**src/rtl/led_heartbeat_array.sv**
```systemverilog
// N-channel LED driver / heartbeat: per-channel divider, mode (off/on/blink/pwm) and wrap tick strobe.
// Define LED_HEARTBEAT_PWM_EN to implement PWM mode 3; otherwise mode 3 behaves as BLINK.
module led_heartbeat_array #(
  parameter int NUM_CH       = 10,
  parameter int DIV_WIDTH    = 26,
  parameter int DIV_DEFAULT  = 3,
  parameter int MODE_DEFAULT = 2
) (
  input  logic                        clock,
  input  logic                        reset,
  input  logic                        cfg_we,
  input  logic [$clog2(NUM_CH+1)-1:0] cfg_ch,
  input  logic [1:0]                  cfg_mode,
  input  logic [DIV_WIDTH-1:0]        cfg_div,
  input  logic [7:0]                  cfg_duty,
  input  logic                        sync_all,
  output logic [NUM_CH-1:0]           led,
  output logic [NUM_CH-1:0]           tick
);

  localparam int         CH_W       = $clog2(NUM_CH+1);
  localparam logic [1:0] MODE_OFF   = 2'd0;
  localparam logic [1:0] MODE_ON    = 2'd1;
  localparam logic [1:0] MODE_BLINK = 2'd2;

`ifndef LED_HEARTBEAT_PWM_EN
  logic unused_duty;
  assign unused_duty = ^cfg_duty;
`endif

  for (genvar i = 0; i < NUM_CH; i++) begin : g_ch
    logic [1:0]           mode_q, mode_d;
    logic [DIV_WIDTH-1:0] div_q, div_d;
    logic [DIV_WIDTH-1:0] cnt_q, cnt_d;
    logic                 blink_q, blink_d;
    logic                 tick_q, tick_d;
    logic                 wr, restart, wrap, led_ch;
`ifdef LED_HEARTBEAT_PWM_EN
    logic [7:0]           duty_q, duty_d;
    logic [7:0]           ph_q, ph_d;
`endif

    // Out-of-range cfg_ch never matches any channel index, so such writes are dropped.
    assign wr      = cfg_we && (cfg_ch == CH_W'(i));
    assign restart = wr || sync_all;
    assign wrap    = (cnt_q >= div_q);

    always_comb begin
      mode_d  = mode_q;
      div_d   = div_q;
      cnt_d   = cnt_q + DIV_WIDTH'(1);
      blink_d = blink_q;
      tick_d  = 1'b0;
`ifdef LED_HEARTBEAT_PWM_EN
      duty_d  = duty_q;
      ph_d    = ph_q;
`endif
      if (wrap) begin
        cnt_d   = '0;
        blink_d = ~blink_q;
        tick_d  = 1'b1;
`ifdef LED_HEARTBEAT_PWM_EN
        ph_d    = ph_q + 8'd1;
`endif
      end
      // A restart (write or sync) overrides a same-cycle wrap, suppressing its tick.
      if (restart) begin
        cnt_d   = '0;
        blink_d = 1'b0;
        tick_d  = 1'b0;
`ifdef LED_HEARTBEAT_PWM_EN
        ph_d    = 8'd0;
`endif
      end
      if (wr) begin
        mode_d = cfg_mode;
        div_d  = cfg_div;
`ifdef LED_HEARTBEAT_PWM_EN
        duty_d = cfg_duty;
`endif
      end
    end

    always_ff @(posedge clock) begin
      if (reset) begin
        mode_q  <= 2'(MODE_DEFAULT);
        div_q   <= DIV_WIDTH'(DIV_DEFAULT);
        cnt_q   <= '0;
        blink_q <= 1'b0;
        tick_q  <= 1'b0;
`ifdef LED_HEARTBEAT_PWM_EN
        duty_q  <= 8'd128;
        ph_q    <= 8'd0;
`endif
      end else begin
        mode_q  <= mode_d;
        div_q   <= div_d;
        cnt_q   <= cnt_d;
        blink_q <= blink_d;
        tick_q  <= tick_d;
`ifdef LED_HEARTBEAT_PWM_EN
        duty_q  <= duty_d;
        ph_q    <= ph_d;
`endif
      end
    end

    always_comb begin
      led_ch = 1'b0;
      case (mode_q)
        MODE_OFF:   led_ch = 1'b0;
        MODE_ON:    led_ch = 1'b1;
        MODE_BLINK: led_ch = blink_q;
`ifdef LED_HEARTBEAT_PWM_EN
        default:    led_ch = (ph_q < duty_q);
`else
        default:    led_ch = blink_q;
`endif
      endcase
    end

    assign led[i]  = led_ch;
    assign tick[i] = tick_q;
  end

endmodule

```
**config.mk**
```make
export PLATFORM = sky130hd
export DESIGN_NAME = led_heartbeat_array
export DESIGN_NICKNAME = d
export VERILOG_FILES = /design/src/rtl/led_heartbeat_array.sv
export SDC_FILE = /design/constraint.sdc
export NUM_CORES = 1
export LEC_CHECK = 0
export CAP_MARGIN = 40
export CORE_MARGIN = 2
export CORE_UTILIZATION = 24
export DETAILED_ROUTE_END_ITERATION = 8
export PLACE_DENSITY = 0.41
export SKIP_CTS_REPAIR_TIMING = 1
export SLEW_MARGIN = 10
export SYNTH_ARGS = -nofsm -noshare
export SYNTH_HDL_FRONTEND = slang
export SYNTH_SLANG_ARGS = --single-unit
```
**constraint.sdc**
```tcl
create_clock -name clock -period 2.4 [get_ports clock]
set_input_delay 0.24 -clock clock [delete_from_list [all_inputs] [get_ports clock]]
set_output_delay 0.24 -clock clock [all_outputs]
set_load 0.05 [all_outputs]
```
**Word-level counts from Yosys, hierarchy flattened**

Cells that the tools add are included.
Widths: inputs -> output; s select.

- Input bits: 44
- Logic and storage cells: 170
- Output and inout bits: 20
- Bits in registers: 560

- Reduce and logical (&&, ||, !) cells: 51
- Add/sub/neg operators: 10
- Bitwise operators: 10
- Mux-type cells: 20
- $lt $le $gt $ge: 10
- Equality and inequality tests: 19

Operators by type and width:

| cell | count |
|---|---|
| $add 26x1->26 const B | 10 |
| $ge 26x26->1 | 10 |
| $reduce_or 3->1 | 10 |
| $eq 2x1->1 const B | 10 |
| $logic_not 2->1 | 10 |
| $pmux 1 s2 | 10 |
| $reduce_or 2->1 | 10 |
| $eq 4x3->1 const B | 4 |
| $logic_and 1x1->1 | 10 |
| $logic_or 1x1->1 | 10 |
| $mux 1 | 10 |
| $not 1->1 | 10 |
| $eq 4x2->1 const B | 2 |
| $eq 4x4->1 const B | 2 |
| $eq 4x1->1 const B | 1 |
| $logic_not 4->1 | 1 |

**Logic depth before layout (Yosys ltp)**

- Word-level depth: 4
- Depth in mapped cells: 10
- Depth with buffers taken out: 9

**Worst setup path after synthesis**

OpenSTA, ideal clock, no wires.

- Kind: reg2reg
- Start point: reg g_ch[2].cnt_q[0]
- End point: reg g_ch[2].cnt_q[6]
- Buffers on the path: 2
- Data arrival time: 2191 ps
- Setup time: 64 ps
- Required time: 2336 ps
- Stages on the path, launching flop included: 11
- Period minus slack after synthesis: 2255 ps
- Setup slack: 145 ps
- Cells stage by stage: dfxtp_1 -> inv_1 -> ha_1 -> nand2b_1 -> a21oi_1 -> nor3_1 -> o311a_1 -> or4b_1 -> buf_2 -> buf_6 -> nor2_1

- Word-level cells in the longest chain between the ends: 2
- Elaborated cells between the ends (all ways): 3
- Those cells by class: add/sub (1); order compare (1); reduce/logical (1)

RTL lines:

| what | line | text |
|---|---|---|
| from (decl) | 34 | `logic [DIV_WIDTH-1:0] cnt_q, cnt_d;` |
| from (signal assigned) | 98 | `cnt_q <= cnt_d;` |
| $ge 26x26->1 | 46 | `assign wrap = (cnt_q >= div_q);` |
| $reduce_or 3->1 (no source line) | - |  |

Several ways; a longest one is shown, not always the timed one.
A chain may end at the register's enable or synchronous reset.

**Final worst setup path**

- Start point: reg g_ch[3].div_q[3]
- End point: reg g_ch[3].cnt_q[12]

- Word-level cells in the longest chain between the ends: 2

RTL lines:

| what | line | text |
|---|---|---|
| from (decl) | 33 | `logic [DIV_WIDTH-1:0] div_q, div_d;` |
| from (signal assigned) | 87 | `div_q <= DIV_WIDTH'(DIV_DEFAULT);` |
| from (signal assigned) | 97 | `div_q <= div_d;` |
| $ge 26x26->1 | 46 |  |
| $reduce_or 3->1 (no source line) | - |  |
| to (signal assigned) | 98 |  |
| to (decl) | 34 |  |

Every way passes these cells.

==> results.py <==
metrics = {
    "layout": {
        "utilization_pct": 29.63,
        "nets": 3911,
        "drive_above_1_share_pct": 10.24,
        "area_growth_pct": 22.29,
        "final_cell_area_um2": 33930,
        "fillers": 12370,
    },
    "timing": {
        "drv_slew": 0,
        "final.setup.tns_ps": 0,
        "finalCritPeriodShare_pct": 96.72,
        "skew_ps": 25.14,
        "setup_viol": 0,
        "hold_viol": 0,
        "rsz0062_at_grt": "true",
        "fmax_mhz": 430.8,
        "post-route-min-period_ps": 2321,
        "worst_slew_pin_slew_ps": 1022,
        "slew_headroom_pct": 31.89,
    },
    "job": {
        "max-cap-violations": 0,
    },
    "clocking": {
        "cts_tree": "done",
        "cts_buffer_depth": 3,
        "cts-buffers-inserted": 71,
        "cts_sinks": 560,
        "clockRootBuffer": "clkbuf_16",
        "clkLatencyLatePin_ps": 630,
        "path_clk_slew_ps": 60,
        "h-tree-depth": 3,
    },
    "yosys": {
        "syn_area_um2": 27740,
        "syn_nets": 3784,
        "synth_common_cells": "nand2_1, dfxtp_1, nor2_1",
        "yosys_register_bits": 560,
        "yosysWarnings": 0,
        "synth_top_cell_area_share_pct": 40.41,
        "post-synth-top-area-cell": "dfxtp_1",
        "synthArstFlopShare_pct": 0,
        "synth.avg_cell_area_um2": 7.994,
        "ys_types": 61,
        "ys.flop_type": "dfxtp_1",
        "synth.most_common_cell": "nand2_1",
        "netlist_top_cells_area": "dfxtp_1, ha_1, nand2_1",
        "postSynthCellCount": 3470,
        "yosysSeqAreaShare_pct": 40.41,
        "synth-edff-count": 0,
    },
    "setup_path": {
        "crit_type": "reg -> reg",
        "crit_path_cell_trace": "inv_2 > ha_4 > a211o_1 > a21oi_2 > o21ai_1 > a221o_1 > a211oi_4 > nand3_4 > clkbuf_16 > nor2_1",
        "crit_required_ps": 2950,
        "max_stage_delay_ps": 380,
        "path_buf_inv": 2,
        "crit_fanout": 6,
        "critPathSlowestCell": "a221o_1",
        "cp_top_family": "compound AO/OA/AOI/OAI gates",
        "endpoint_kind": "register",
        "cp.arrival_ps": 2870,
        "timing.critical_path.from_type": "register",
    },
    "drt": {
        "drc": 0,
        "dr.pass1.iters": 5,
        "drt_iter0_markers": 1193,
        "drt-wirelength-per-cell_um": 15.84,
        "ant_nets": 0,
        "viasPerCell": 4.316,
        "wl_um": 81840,
        "vias": 22300,
    },
    "power_and_ir_drop": {
        "total_power_uw": 22110,
        "vdd_drop_max_uv": 449.9,
        "leakagePower_uw": 0.01262,
        "power_density_nw_per_um2": 651.8,
    },
    "place": {
        "port_buffers": 55,
        "dp_hpwl_um": 52970,
        "gp_congestion": 0.7372,
        "place_area_um2": 30930,
    },
    "global_routing": {
        "grt_pass1_wl_um": 125900,
        "grt_util_all_layers_pct": 13.74,
        "grt_max_degree": 189,
        "antenna_found_initial": 1,
        "overflow": 0,
        "grt_pass1_vias": 21530,
    },
    "status": {
        "status": "finished, final reports clean",
    },
    "floorplan": {
        "rows": 124,
        "core_um2": 114500,
        "start_util_pct": 24.23,
        "die_h_um": 344.0,
        "die_w_um": 344.0,
        "ios": 64,
        "fp.dieArea_um2": 118300,
    },
    "min_path": {
        "min_path_type": "in -> reg",
    },
}
[final cells by class]
cell class | instances | area (um^2) | share of cell area (%)
Clock buffer | 105 | 2200 | 6.484
Multi-Input combinational cell | 2455 | 14950 | 44.08
Sequential cell | 560 | 11230 | 33.10
Antenna cell | 2 | 5.005 | 0.01475
Timing Repair Buffer | 219 | 2246 | 6.620
Tap cell | 1512 | 1892 | 5.576
Inverter | 290 | 1089 | 3.209
Clock inverter | 24 | 309.0 | 0.9110
[metrics by stage]
step | hold WS, ps | std cells | worst slack, ps
finish | 448.1 | 5167 | 78.79
global route | 441.9 | 5165 | -11.44
CTS | -175.0 | 5153 | -36.71
detailed placement | 445.9 | 5024 | 27.60
global placement | 440.2 | 5023 | 16.03
floorplan | 429.7 | 3470 | 145.0
[power by group]
group / internal [uW] / switching (uW)
clock network: 7090 / 4390
registers: 9380 / 45.7
logic: 415 / 787
total: 16900 / 5220
[final timing paths]
kind	cells after the start	slack (ps)	to	startpoint
worst min register to register	2	450	g_ch[9].div_q[8]$_SDFFE_PP0P_	g_ch[9].div_q[8]$_SDFFE_PP0P_
worst max register to register	10	80	g_ch[3].cnt_q[12]$_SDFF_PP0_	g_ch[3].div_q[3]$_SDFFE_PP0P_
worst max-delay path	10	80	g_ch[3].cnt_q[12]$_SDFF_PP0_	g_ch[3].div_q[3]$_SDFFE_PP0P_
worst min-delay path	4	450	g_ch[1].div_q[20]$_SDFFE_PP0P_	cfg_div[20]
[cell usage in the layout, fill, tap and decap left out, drive strengths merged, types with 103 or more instances in the layout]
| cell type | synthesis | final |
|---|---|---|
| inv | 290 | 293 |
| xor2 | 143 | 143 |
| nand2 | 693 | 693 |
| clkbuf | 117 | 111 |
| a21oi | 344 | 344 |
| dfxtp | 560 | 560 |
| nand3 | 124 | 124 |
| nor2 | 376 | 376 |
| ha | 270 | 270 |
| xnor2 | 103 | 103 |
| buf | 48 | 158 |
[worst register-to-register path, stage by stage, from the launching register on]
cell and delay, ps:
dfxtp_2 330, inv_2 50, ha_4 210, a211o_1 270, a21oi_2 130, o21ai_1 80, a221o_1 380, a211oi_4 320
nand3_4 180, clkbuf_16 220, nor2_1 100
[flip-flops by register name, indices dropped and copies added, names as in the netlist]
signal / cells
g_ch.blink_q: 10
g_ch.cnt_q: 260
g_ch.div_q: 260
g_ch.mode_q: 20
g_ch.tick_q: 10
[logic make-up (layout without fill, tap and decap cells)]
kind of cell	count (synthesis)	after routing	synth area share, %
DFF	560	560	40.41
buffers and inverters	455	638	6.657
and+or+nand+nor	1453	1453	22.99
muxes	10	10	0.4059
xor gates and xnor gates	246	246	7.767
other	0	2	0
adders and majority gates	270	270	12.18
AOI/OAI and AO/OA	476	476	9.594
[metal layers]
metal	up-vias	wire, um	track usage, %
met1	10260	41480	19.63
met5	-	0	0
met2	288	35550	21.37
li1	11680	-	-
met3	83	3418	2.260
met4	0	1389	3.505
No activity file was read; power rests on OpenSTA's default activity.
